--- src/rtl/b2r_pingpong_converter_pkg.sv ---
// rtl/b2r_pingpong_converter_pkg.sv - shared types and helpers for the block-to-row converter
package b2r_pingpong_converter_pkg;

    typedef enum logic [1:0] {
        BANK_EMPTY,
        BANK_FILLING,
        BANK_FULL,
        BANK_DRAINING
    } bank_state_t;

    // Counter width that never collapses to zero bits for single-entry ranges.
    function automatic int cnt_w(input int n);
        return (n <= 1) ? 1 : $clog2(n);
    endfunction

endpackage

--- src/rtl/b2r_band_buffer.sv ---
// rtl/b2r_band_buffer.sv - one ROWxCOL band of element storage, block write / chunk read
module b2r_band_buffer
    import b2r_pingpong_converter_pkg::*;
#(
    parameter int WIDTH       = 16,
    parameter int BLOCK_SIZE  = 2,
    parameter int CHUNK_SIZE  = 4,
    parameter int NUM_CORES_H = 4,
    parameter int NUM_CORES_V = 2,
    localparam int ROW = NUM_CORES_V * BLOCK_SIZE,
    localparam int COL = NUM_CORES_H * BLOCK_SIZE,
    localparam int CPR = COL / CHUNK_SIZE,
    localparam int BCW = cnt_w(NUM_CORES_H),
    localparam int BRW = cnt_w(NUM_CORES_V),
    localparam int RW  = cnt_w(ROW),
    localparam int CW  = cnt_w(CPR)
) (
    input  logic                                 clk,
    input  logic                                 we,
    input  logic [BRW-1:0]                       wr_br,
    input  logic [BCW-1:0]                       wr_bc,
    input  logic [BLOCK_SIZE*BLOCK_SIZE*WIDTH-1:0] wr_data,
    input  logic [RW-1:0]                        rd_row,
    input  logic [CW-1:0]                        rd_ch,
    output logic [CHUNK_SIZE*WIDTH-1:0]          rd_data
);

    logic [WIDTH-1:0] mem_q [ROW][COL];
    logic [WIDTH-1:0] mem_d [ROW][COL];

    always_comb begin
        mem_d = mem_q;
        if (we) begin
            for (int r = 0; r < BLOCK_SIZE; r++) begin
                for (int c = 0; c < BLOCK_SIZE; c++) begin
                    mem_d[int'(wr_br)*BLOCK_SIZE + r][int'(wr_bc)*BLOCK_SIZE + c] =
                        wr_data[(r*BLOCK_SIZE + c)*WIDTH +: WIDTH];
                end
            end
        end
    end

    // Payload storage carries no reset; validity is tracked by the bank state in the top.
    always_ff @(posedge clk) begin
        mem_q <= mem_d;
    end

    always_comb begin
        rd_data = '0;
        for (int k = 0; k < CHUNK_SIZE; k++) begin
            rd_data[k*WIDTH +: WIDTH] = mem_q[rd_row][int'(rd_ch)*CHUNK_SIZE + k];
        end
    end

endmodule

--- src/rtl/b2r_pingpong_converter.sv ---
// rtl/b2r_pingpong_converter.sv - ping-pong block-to-row reorder between score matmul and softmax
module b2r_pingpong_converter
    import b2r_pingpong_converter_pkg::*;
#(
    parameter int WIDTH       = 16,
    parameter int BLOCK_SIZE  = 2,
    parameter int CHUNK_SIZE  = 4,
    parameter int NUM_CORES_H = 4,
    parameter int NUM_CORES_V = 2,
    localparam int ROW = NUM_CORES_V * BLOCK_SIZE,
    localparam int COL = NUM_CORES_H * BLOCK_SIZE,
    localparam int CPR = COL / CHUNK_SIZE,
    localparam int BCW = cnt_w(NUM_CORES_H),
    localparam int BRW = cnt_w(NUM_CORES_V),
    localparam int RW  = cnt_w(ROW),
    localparam int CW  = cnt_w(CPR)
) (
    input  logic                                   clk,
    input  logic                                   rst,
    input  logic                                   clear,
    input  logic                                   in_valid,
    output logic                                   in_ready,
    input  logic [BLOCK_SIZE*BLOCK_SIZE*WIDTH-1:0] in_data,
    output logic                                   out_valid,
    input  logic                                   out_ready,
    output logic [CHUNK_SIZE*WIDTH-1:0]            out_data,
    output logic                                   out_row_last,
    output logic                                   out_band_last
);

    if ((COL % CHUNK_SIZE) != 0) begin : g_bad_chunk
        $error("b2r_pingpong_converter: COL must be a multiple of CHUNK_SIZE");
    end

    localparam logic [BCW-1:0] BC_MAX  = BCW'(NUM_CORES_H - 1);
    localparam logic [BRW-1:0] BR_MAX  = BRW'(NUM_CORES_V - 1);
    localparam logic [RW-1:0]  ROW_MAX = RW'(ROW - 1);
    localparam logic [CW-1:0]  CH_MAX  = CW'(CPR - 1);

    bank_state_t    state_q [2];
    bank_state_t    state_d [2];
    logic           wr_bank_q, wr_bank_d;
    logic           rd_bank_q, rd_bank_d;
    logic [BCW-1:0] wr_bc_q, wr_bc_d;
    logic [BRW-1:0] wr_br_q, wr_br_d;
    logic [RW-1:0]  rd_row_q, rd_row_d;
    logic [CW-1:0]  rd_ch_q, rd_ch_d;

    logic wr_fire, rd_fire, wr_last;
    logic [CHUNK_SIZE*WIDTH-1:0] rd_data [2];

    assign in_ready      = !rst && (state_q[wr_bank_q] == BANK_EMPTY ||
                                    state_q[wr_bank_q] == BANK_FILLING);
    assign out_valid     = state_q[rd_bank_q] == BANK_FULL ||
                           state_q[rd_bank_q] == BANK_DRAINING;
    assign out_row_last  = out_valid && (rd_ch_q == CH_MAX);
    assign out_band_last = out_row_last && (rd_row_q == ROW_MAX);
    assign out_data      = out_valid ? rd_data[rd_bank_q] : '0;

    assign wr_fire = in_valid && in_ready;
    assign rd_fire = out_valid && out_ready;
    assign wr_last = (wr_bc_q == BC_MAX) && (wr_br_q == BR_MAX);

    // Write and read always target different banks, so both updates can land in one cycle.
    always_comb begin
        state_d   = state_q;
        wr_bank_d = wr_bank_q;
        rd_bank_d = rd_bank_q;
        wr_bc_d   = wr_bc_q;
        wr_br_d   = wr_br_q;
        rd_row_d  = rd_row_q;
        rd_ch_d   = rd_ch_q;

        if (wr_fire) begin
            if (wr_last) begin
                state_d[wr_bank_q] = BANK_FULL;
                wr_bank_d          = !wr_bank_q;
                wr_bc_d            = '0;
                wr_br_d            = '0;
            end else begin
                state_d[wr_bank_q] = BANK_FILLING;
                if (wr_bc_q == BC_MAX) begin
                    wr_bc_d = '0;
                    wr_br_d = wr_br_q + 1'b1;
                end else begin
                    wr_bc_d = wr_bc_q + 1'b1;
                end
            end
        end

        if (rd_fire) begin
            if (out_band_last) begin
                state_d[rd_bank_q] = BANK_EMPTY;
                rd_bank_d          = !rd_bank_q;
                rd_row_d           = '0;
                rd_ch_d            = '0;
            end else begin
                state_d[rd_bank_q] = BANK_DRAINING;
                if (rd_ch_q == CH_MAX) begin
                    rd_ch_d  = '0;
                    rd_row_d = rd_row_q + 1'b1;
                end else begin
                    rd_ch_d = rd_ch_q + 1'b1;
                end
            end
        end

        if (clear) begin
            state_d[0] = BANK_EMPTY;
            state_d[1] = BANK_EMPTY;
            wr_bank_d  = 1'b0;
            rd_bank_d  = 1'b0;
            wr_bc_d    = '0;
            wr_br_d    = '0;
            rd_row_d   = '0;
            rd_ch_d    = '0;
        end
    end

    always_ff @(posedge clk or posedge rst) begin
        if (rst) begin
            state_q[0] <= BANK_EMPTY;
            state_q[1] <= BANK_EMPTY;
            wr_bank_q  <= 1'b0;
            rd_bank_q  <= 1'b0;
            wr_bc_q    <= '0;
            wr_br_q    <= '0;
            rd_row_q   <= '0;
            rd_ch_q    <= '0;
        end else begin
            state_q    <= state_d;
            wr_bank_q  <= wr_bank_d;
            rd_bank_q  <= rd_bank_d;
            wr_bc_q    <= wr_bc_d;
            wr_br_q    <= wr_br_d;
            rd_row_q   <= rd_row_d;
            rd_ch_q    <= rd_ch_d;
        end
    end

    for (genvar b = 0; b < 2; b++) begin : g_bank
        b2r_band_buffer #(
            .WIDTH       (WIDTH),
            .BLOCK_SIZE  (BLOCK_SIZE),
            .CHUNK_SIZE  (CHUNK_SIZE),
            .NUM_CORES_H (NUM_CORES_H),
            .NUM_CORES_V (NUM_CORES_V)
        ) u_buf (
            .clk     (clk),
            .we      (wr_fire && (wr_bank_q == 1'(b))),
            .wr_br   (wr_br_q),
            .wr_bc   (wr_bc_q),
            .wr_data (in_data),
            .rd_row  (rd_row_q),
            .rd_ch   (rd_ch_q),
            .rd_data (rd_data[b])
        );
    end

endmodule
--- config.mk ---
export PLATFORM = sky130hd
export DESIGN_NAME = b2r_pingpong_converter
export DESIGN_NICKNAME = d
export VERILOG_FILES = /design/src/rtl/b2r_pingpong_converter_pkg.sv /design/src/rtl/b2r_band_buffer.sv /design/src/rtl/b2r_pingpong_converter.sv
export SDC_FILE = /design/constraint.sdc
export NUM_CORES = 1
export LEC_CHECK = 0
export ABC_CLOCK_PERIOD_IN_PS = 4600
export BUFFER_PORTS_ARGS = -buffer_cell sky130_fd_sc_hd__buf_2
export CORE_MARGIN = 2
export CORE_UTILIZATION = 45
export CTS_BUF_LIST = sky130_fd_sc_hd__clkbuf_2 sky130_fd_sc_hd__clkbuf_4 sky130_fd_sc_hd__clkbuf_8
export DETAILED_ROUTE_END_ITERATION = 7
export PLACE_DENSITY = 0.73
export SLEW_MARGIN = 20
export SYNTH_ARGS = -nofsm -noshare
export SYNTH_HDL_FRONTEND = slang
export SYNTH_SLANG_ARGS = --single-unit
--- constraint.sdc ---
create_clock -name clk -period 4.6 [get_ports clk]
set_input_delay 0.23 -clock clk [delete_from_list [all_inputs] [get_ports clk]]
set_output_delay 0.23 -clock clk [all_outputs]
set_load 0.03 [all_outputs]
### Yosys cells after proc, flatten, opt, wreduce, memory -nomap -nowiden

Index checks and enable logic that the tools add are counted.

* equal/unequal tests: 5
* reduce and logical (&&, ||, !) cells: 30
* add/sub/neg operators: 9
* bitwise logic cells: 21
* magnitude comparators: 17
* muxes and demuxes: 91

Operator list (number)
* $bwmux 512: 8
* $demux 128 s2: 4
* $mux 128: 8
* $bmux 128 s2: 2
* $bmux 16 s3: 8
* $mux 16: 18
* $mux 64: 4
* $ge 32x4->1 const B: 6
* $not 32->32: 5
* $lt 32x1->1 const B: 4
* $demux 16 s3: 2
* $ge 32x3->1 const B: 2
* $not 3->32: 2
* $mux 2: 16
* $not 2->32: 1
* $mux 4: 5
* $logic_and 1x1->1: 14
* $mux 1: 14
* $add 3x1->4 const B: 2
* $add 3x2->4 const B: 2
* $eq 2x2->1 const B: 4
* $reduce_and 2->1: 4
* $reduce_bool 2->1: 4
* $reduce_bool 3->1: 2
* other kinds (20): 32

* bits in registers: 1036
* input port bits: 69
* output and inout bits: 68

### Longest topological paths before layout

* word-level depth: 13
* gate-level depth with buffers: 8
* gate-level depth less buffers: 5

### Cells and area by module

Synthesis repeated with hierarchy kept, for this count alone.

* cell total of the unflattened synthesis: 1994
* area total of the unflattened synthesis: 41865.2 um2

Modules (own cells, without submodules)
* b2r_band_buffer: times used 2, cells each 895, area an instance 20163.1 um2
* b2r_pingpong_converter: times used 1, cells each 204, area an instance 1539.0 um2

### Worst setup path before layout

OpenSTA, ideal clock, no wires.

* path kind: register -> register
* start: register wr_bank_q
* end: register g_bank[0].u_buf.mem_q[100] in the netlist's numbering, enable pin
* library setup time: 486 ps
* data arrival time: 3918 ps
* path buffers: 1
* cell stages (with the launch flop): 4
* data required time: 4114 ps
* period minus slack after synthesis: 4404 ps
* slack: 196 ps
* cell sequence: dfrtp_1 or4b_2 buf_6 nor2_1

* longest elaborated chain between the ends: 9

RTL lines
* from (decl): line b2r_pingpong_converter.sv:42 `logic wr_bank_q, wr_bank_d;`
* from (signal assigned): line b2r_pingpong_converter.sv:132 `wr_bank_q <= wr_bank_d;`
* $not 1->2 (not written as such): line b2r_pingpong_converter.sv:52, b2r_pingpong_converter.sv:53
* $mux 2 (not written as such) (3 in a row): line b2r_pingpong_converter.sv:52, b2r_pingpong_converter.sv:53
* $eq 2x1->1 / $logic_not 2->1 (equally long branches): line b2r_pingpong_converter.sv:53, b2r_pingpong_converter.sv:52
* $logic_or 1x1->1: line b2r_pingpong_converter.sv:52 `assign in_ready = !rst && (state_q[wr_bank_q] == BANK_EMPTY ||`
* $logic_and 1x1->1: line b2r_pingpong_converter.sv:52
* $logic_and 1x1->1: line b2r_pingpong_converter.sv:60 `assign wr_fire = in_valid && in_ready;`
* $logic_and 1x1->1 *: line b2r_pingpong_converter.sv:150 `.we (wr_fire && (wr_bank_q == 1'(b))),`
* to (signal assigned): line b2r_band_buffer.sv:45 `mem_q <= mem_d;`
* to (decl): line b2r_band_buffer.sv:28 `logic [WIDTH-1:0] mem_q [ROW][COL];`

Every way passes the cells marked *; elsewhere a longest branch is shown, timed or not. The select of a mux whose other input is x is not followed.
A chain may end at the register's enable or synchronous reset.

### Worst setup path after layout

* start: register rd_ch_q
* end: output port out_data[20]

* longest elaborated chain between the ends: 9

RTL lines
* from (decl): line b2r_pingpong_converter.sv:47 `logic [CW-1:0] rd_ch_q, rd_ch_d;`
* from (signal assigned): line b2r_pingpong_converter.sv:137 `rd_ch_q <= rd_ch_d;`
* $add 3x1->4 *: line b2r_band_buffer.sv:51 `rd_data[k*WIDTH +: WIDTH] = mem_q[rd_row][int'(rd_ch)*CHUNK_SIZE + k];`
* $not 32->32 (not written as such) *: line b2r_band_buffer.sv:51
* $bmux 16 s3: line b2r_band_buffer.sv:51
* $mux 16 (not written as such) (2 in a row): line b2r_band_buffer.sv:51
* $mux 64 (not written as such) * (3 in a row): line b2r_pingpong_converter.sv:58 `assign out_data = out_valid ? rd_data[rd_bank_q] : '0;`
* $mux 64 *: line b2r_pingpong_converter.sv:58
* to (decl): line b2r_pingpong_converter.sv:26 `output logic [CHUNK_SIZE*WIDTH-1:0] out_data,`

Marks and branches as above.

==> flow_summary.toml <==
[hold_path]
timing.hold.worst_path_depth = 3
timing.hold.worst.class = "in -> reg"

[finish]
post_route_cells_drive_above_1_share = 0.265
final_nets = 2432
design_area_um2 = 46900
syn2layout_area_growth_pct = 15.0

[clock_network]
tritoncts_clock_tree = "built"
cts_made_buffers = 152
clkSinkCount = 1034
cts-resized-gates = 0
clkLatencyLatePin_ns = 0.83
ctsRootBufferMaster = "clkbuf_8"
cts_htree_levels = 4
clockBufferDepth = 3
post_cts_hold_buffer_count = 70
cts_setup_buffers = 0
clkSlewWorstSetupHoldPaths_ns = 0.06

[detailed_routing]
post_route_ant_nets = 0
top_layer_used = "met5"
routed-wl-met2_um = 47300
num_vias = 21700
firstDrtPassIters = 5
average_wire_length_per_cell_after_detail_routing_um = 26.1
remaining_drc_errors = 0
dr.first_iter.drc_count = 2168
wl_met3_um = 8610
wirelength_um = 95500
route.detailed.vias_per_inst = 5.93
wl_met1_um = 36800

[global_routing]
number_of_global_route_vias_before_repair = 23000
grt.overflow.total = 0
grt_first_pass_wirelength_um = 143000
grt_start_max_net_pins = 120
global_route.usage.total = 0.207
grt_antenna_before_repair = 8

[power_and_ir_drop]
p_total_mw = 18.2
p_leak_nw = 14.8
vdd_drop_max_mv = 0.282
power-per-cell-area_nw_per_um2 = 389

[worst_setup_path]
path_buf_inv = 3
critical_path_class = "reg -> out"
slowest_stage = "dfrtp_4"
crit_path_start_kind = "register"
end_kind = "primary output"
cp_num_cells = 6
cpMostUsedCell = "buf_4"
required_ns = 4.37
worstPathCellList = "buf_4, and3_1, buf_4, nand2_1, o211ai_1, buf_2"
delay_heaviest_family_cp = "buffers and inverters"
cp.arrival_ns = 3.84
max_stage_delay_ns = 1.00
critical_path_peak_fanout = 45
worst-r2r-cell-count = 4

[yosys]
synth-edff-count = 1024
yosys_register_bits = 1034
synthArstFlopShare = 0.00967
ys_seq_area_frac = 0.761
synthXorXnorAreaFrac = 0.000430
yosysTopAreaCellShare = 0.754
synthDistinctLibCells = 32
yosysTopAreaCell = "edfxtp_1"
postSynth.topFlopCell = "edfxtp_1"
synth-adder-area-share = 0.00153
synth_mux_area_frac = 0.139
synth_compound_gate_area_share = 0.0270
syn_avg_cell_area_um2 = 19.7
synth.top_cells.by_count = "edfxtp_1 (1024), nand2_1 (196), mux4_2 (193), mux2i_1 (131), and2_1 (68)"
synthesized_cell_area_um2 = 40800
netlist_instances = 2068
netlist_top_cells_area = "edfxtp_1 (75%), mux4_2 (11%), mux2i_1 (3.2%), nand2_1 (1.8%), a32oi_1 (1.4%)"
synth.most_common_cell = "edfxtp_1"
yosys.area_share.simple = 0.0536
synth_warnings = 0
syn-num-nets = 2142
largest_family_of_logic_cells_by_synthesized_area = "multiplexers"

[place]
hpwl_um = 53500
post-place-ws_ns = 1.38
portBuffers = 136
gp_congestion = 0.783
post_dp_cell_area_um2 = 43000

[timing]
layout_min_cycle_time_ns = 4.07
clock_skew_ns = 0.0283
slew_headroom = 0.258
finalCritPeriodShare = 0.884
timing.setup.tns_ns = 0
worst-slew-pin-transition_ns = 1.11
final.hold.worst_slack_ns = 0.316
timing.final.setup_violations = 0
maxSlewViolCount = 0
grt_setup_unrepaired = "no"
timing.fmax_mhz = 246
postLayoutSetupSlackWorst_ns = 0.532
report.final.hold_viol_count = 0

[floorplan]
floorplan.die.height_um = 305
io_pins = 137
die_w_um = 305
coreArea_um2 = 89900
dieArea_um2 = 93000
row_count = 110
start_util = 0.454

[run_status]
outcome = "finished clean"

[flow_run]
timing.max_cap.violations = 0
worst min-delay path, stage by stage:
cell and delay (ns):
dlygate4sd3_1 0.57, buf_2 0.23, a21oi_1 0.06
per-layer routing:
metal  global-route usage  vias to the layer above
li1                     -                     9122
met1                0.270                    11300
met2                0.338                     1042
met3               0.0523                      186
met4               0.0790                        4
met5                    0                        -
through the flow:
step	utilization	cells
final	0.522	3655
after CTS	0.521	3650
after detailed placement	0.479	3310
after floorplan	-	2068
after global routing	0.522	3655
after global placement	0.479	3310
registers in the layout, summed over array words and instances (netlist names):
name                count
rd_ch_q                 1
wr_br_q                 1
wr_bank_q               1
wr_bc_q                 2
g_bank.u_buf.mem_q   1024
rd_bank_q               1
rd_row_q                2
state_q                 2
power by group:
group / internal (mW) / leakage [nW] / switching, mW
Combinational: 0.101 / 3.73 / 0.231
Clock: 4.06 / 1.64 / 3.44
Sequential: 10.4 / 9.44 / 0.0117
path summary, 6_finish.rpt:
check / to / slack, ns / startpoint
max: out_data[20] / 0.53 / rd_ch_q
min: wr_bank_q / 0.32 / clear
max reg2reg: g_bank[0].u_buf.mem_q[10] / 1.43 / wr_bc_q[0]
min reg2reg: state_q[1] / 0.60 / state_q[1]
max in group asynchronous: rd_row_q[0] / 3.51 / rst
min in group asynchronous: rd_row_q[1] / 0.64 / rst
cells in the final DEF, fill, tap and decap left out, types with 22 or more instances in the layout:
cell and n:
a32oi_1 63, and2_1 66, and3_1 66, buf_12 22
buf_2 136, buf_4 35, clkbuf_4 50, clkbuf_8 153
clkinv_1 27, dlygate4sd3_1 70, edfxtp_1 1024, mux2i_1 131
mux4_2 193, nand2_1 196, nand4_1 66, o211ai_1 64
kinds of logic after synthesis:
| logic type | count (synthesis) |
|---|---|
| flops | 1034 |
| simple gates | 433 |
| mux | 324 |
| compound gates | 138 |
| buf+inv | 132 |
| fa+ha+maj | 5 |
| xor+xnor | 2 |
layout make-up:
cell class                 instances  area, µm²
tap                             1176       1470
timing repair buffer             263       2080
clock buffer                     203       2480
clock inverter                    67        632
inverter                           5       18.8
antenna                            5       12.5
multi-input combinational        902       9160
sequential                      1034      31000
fill                            6824      43000
No activity file was read; power rests on OpenSTA's default activity.
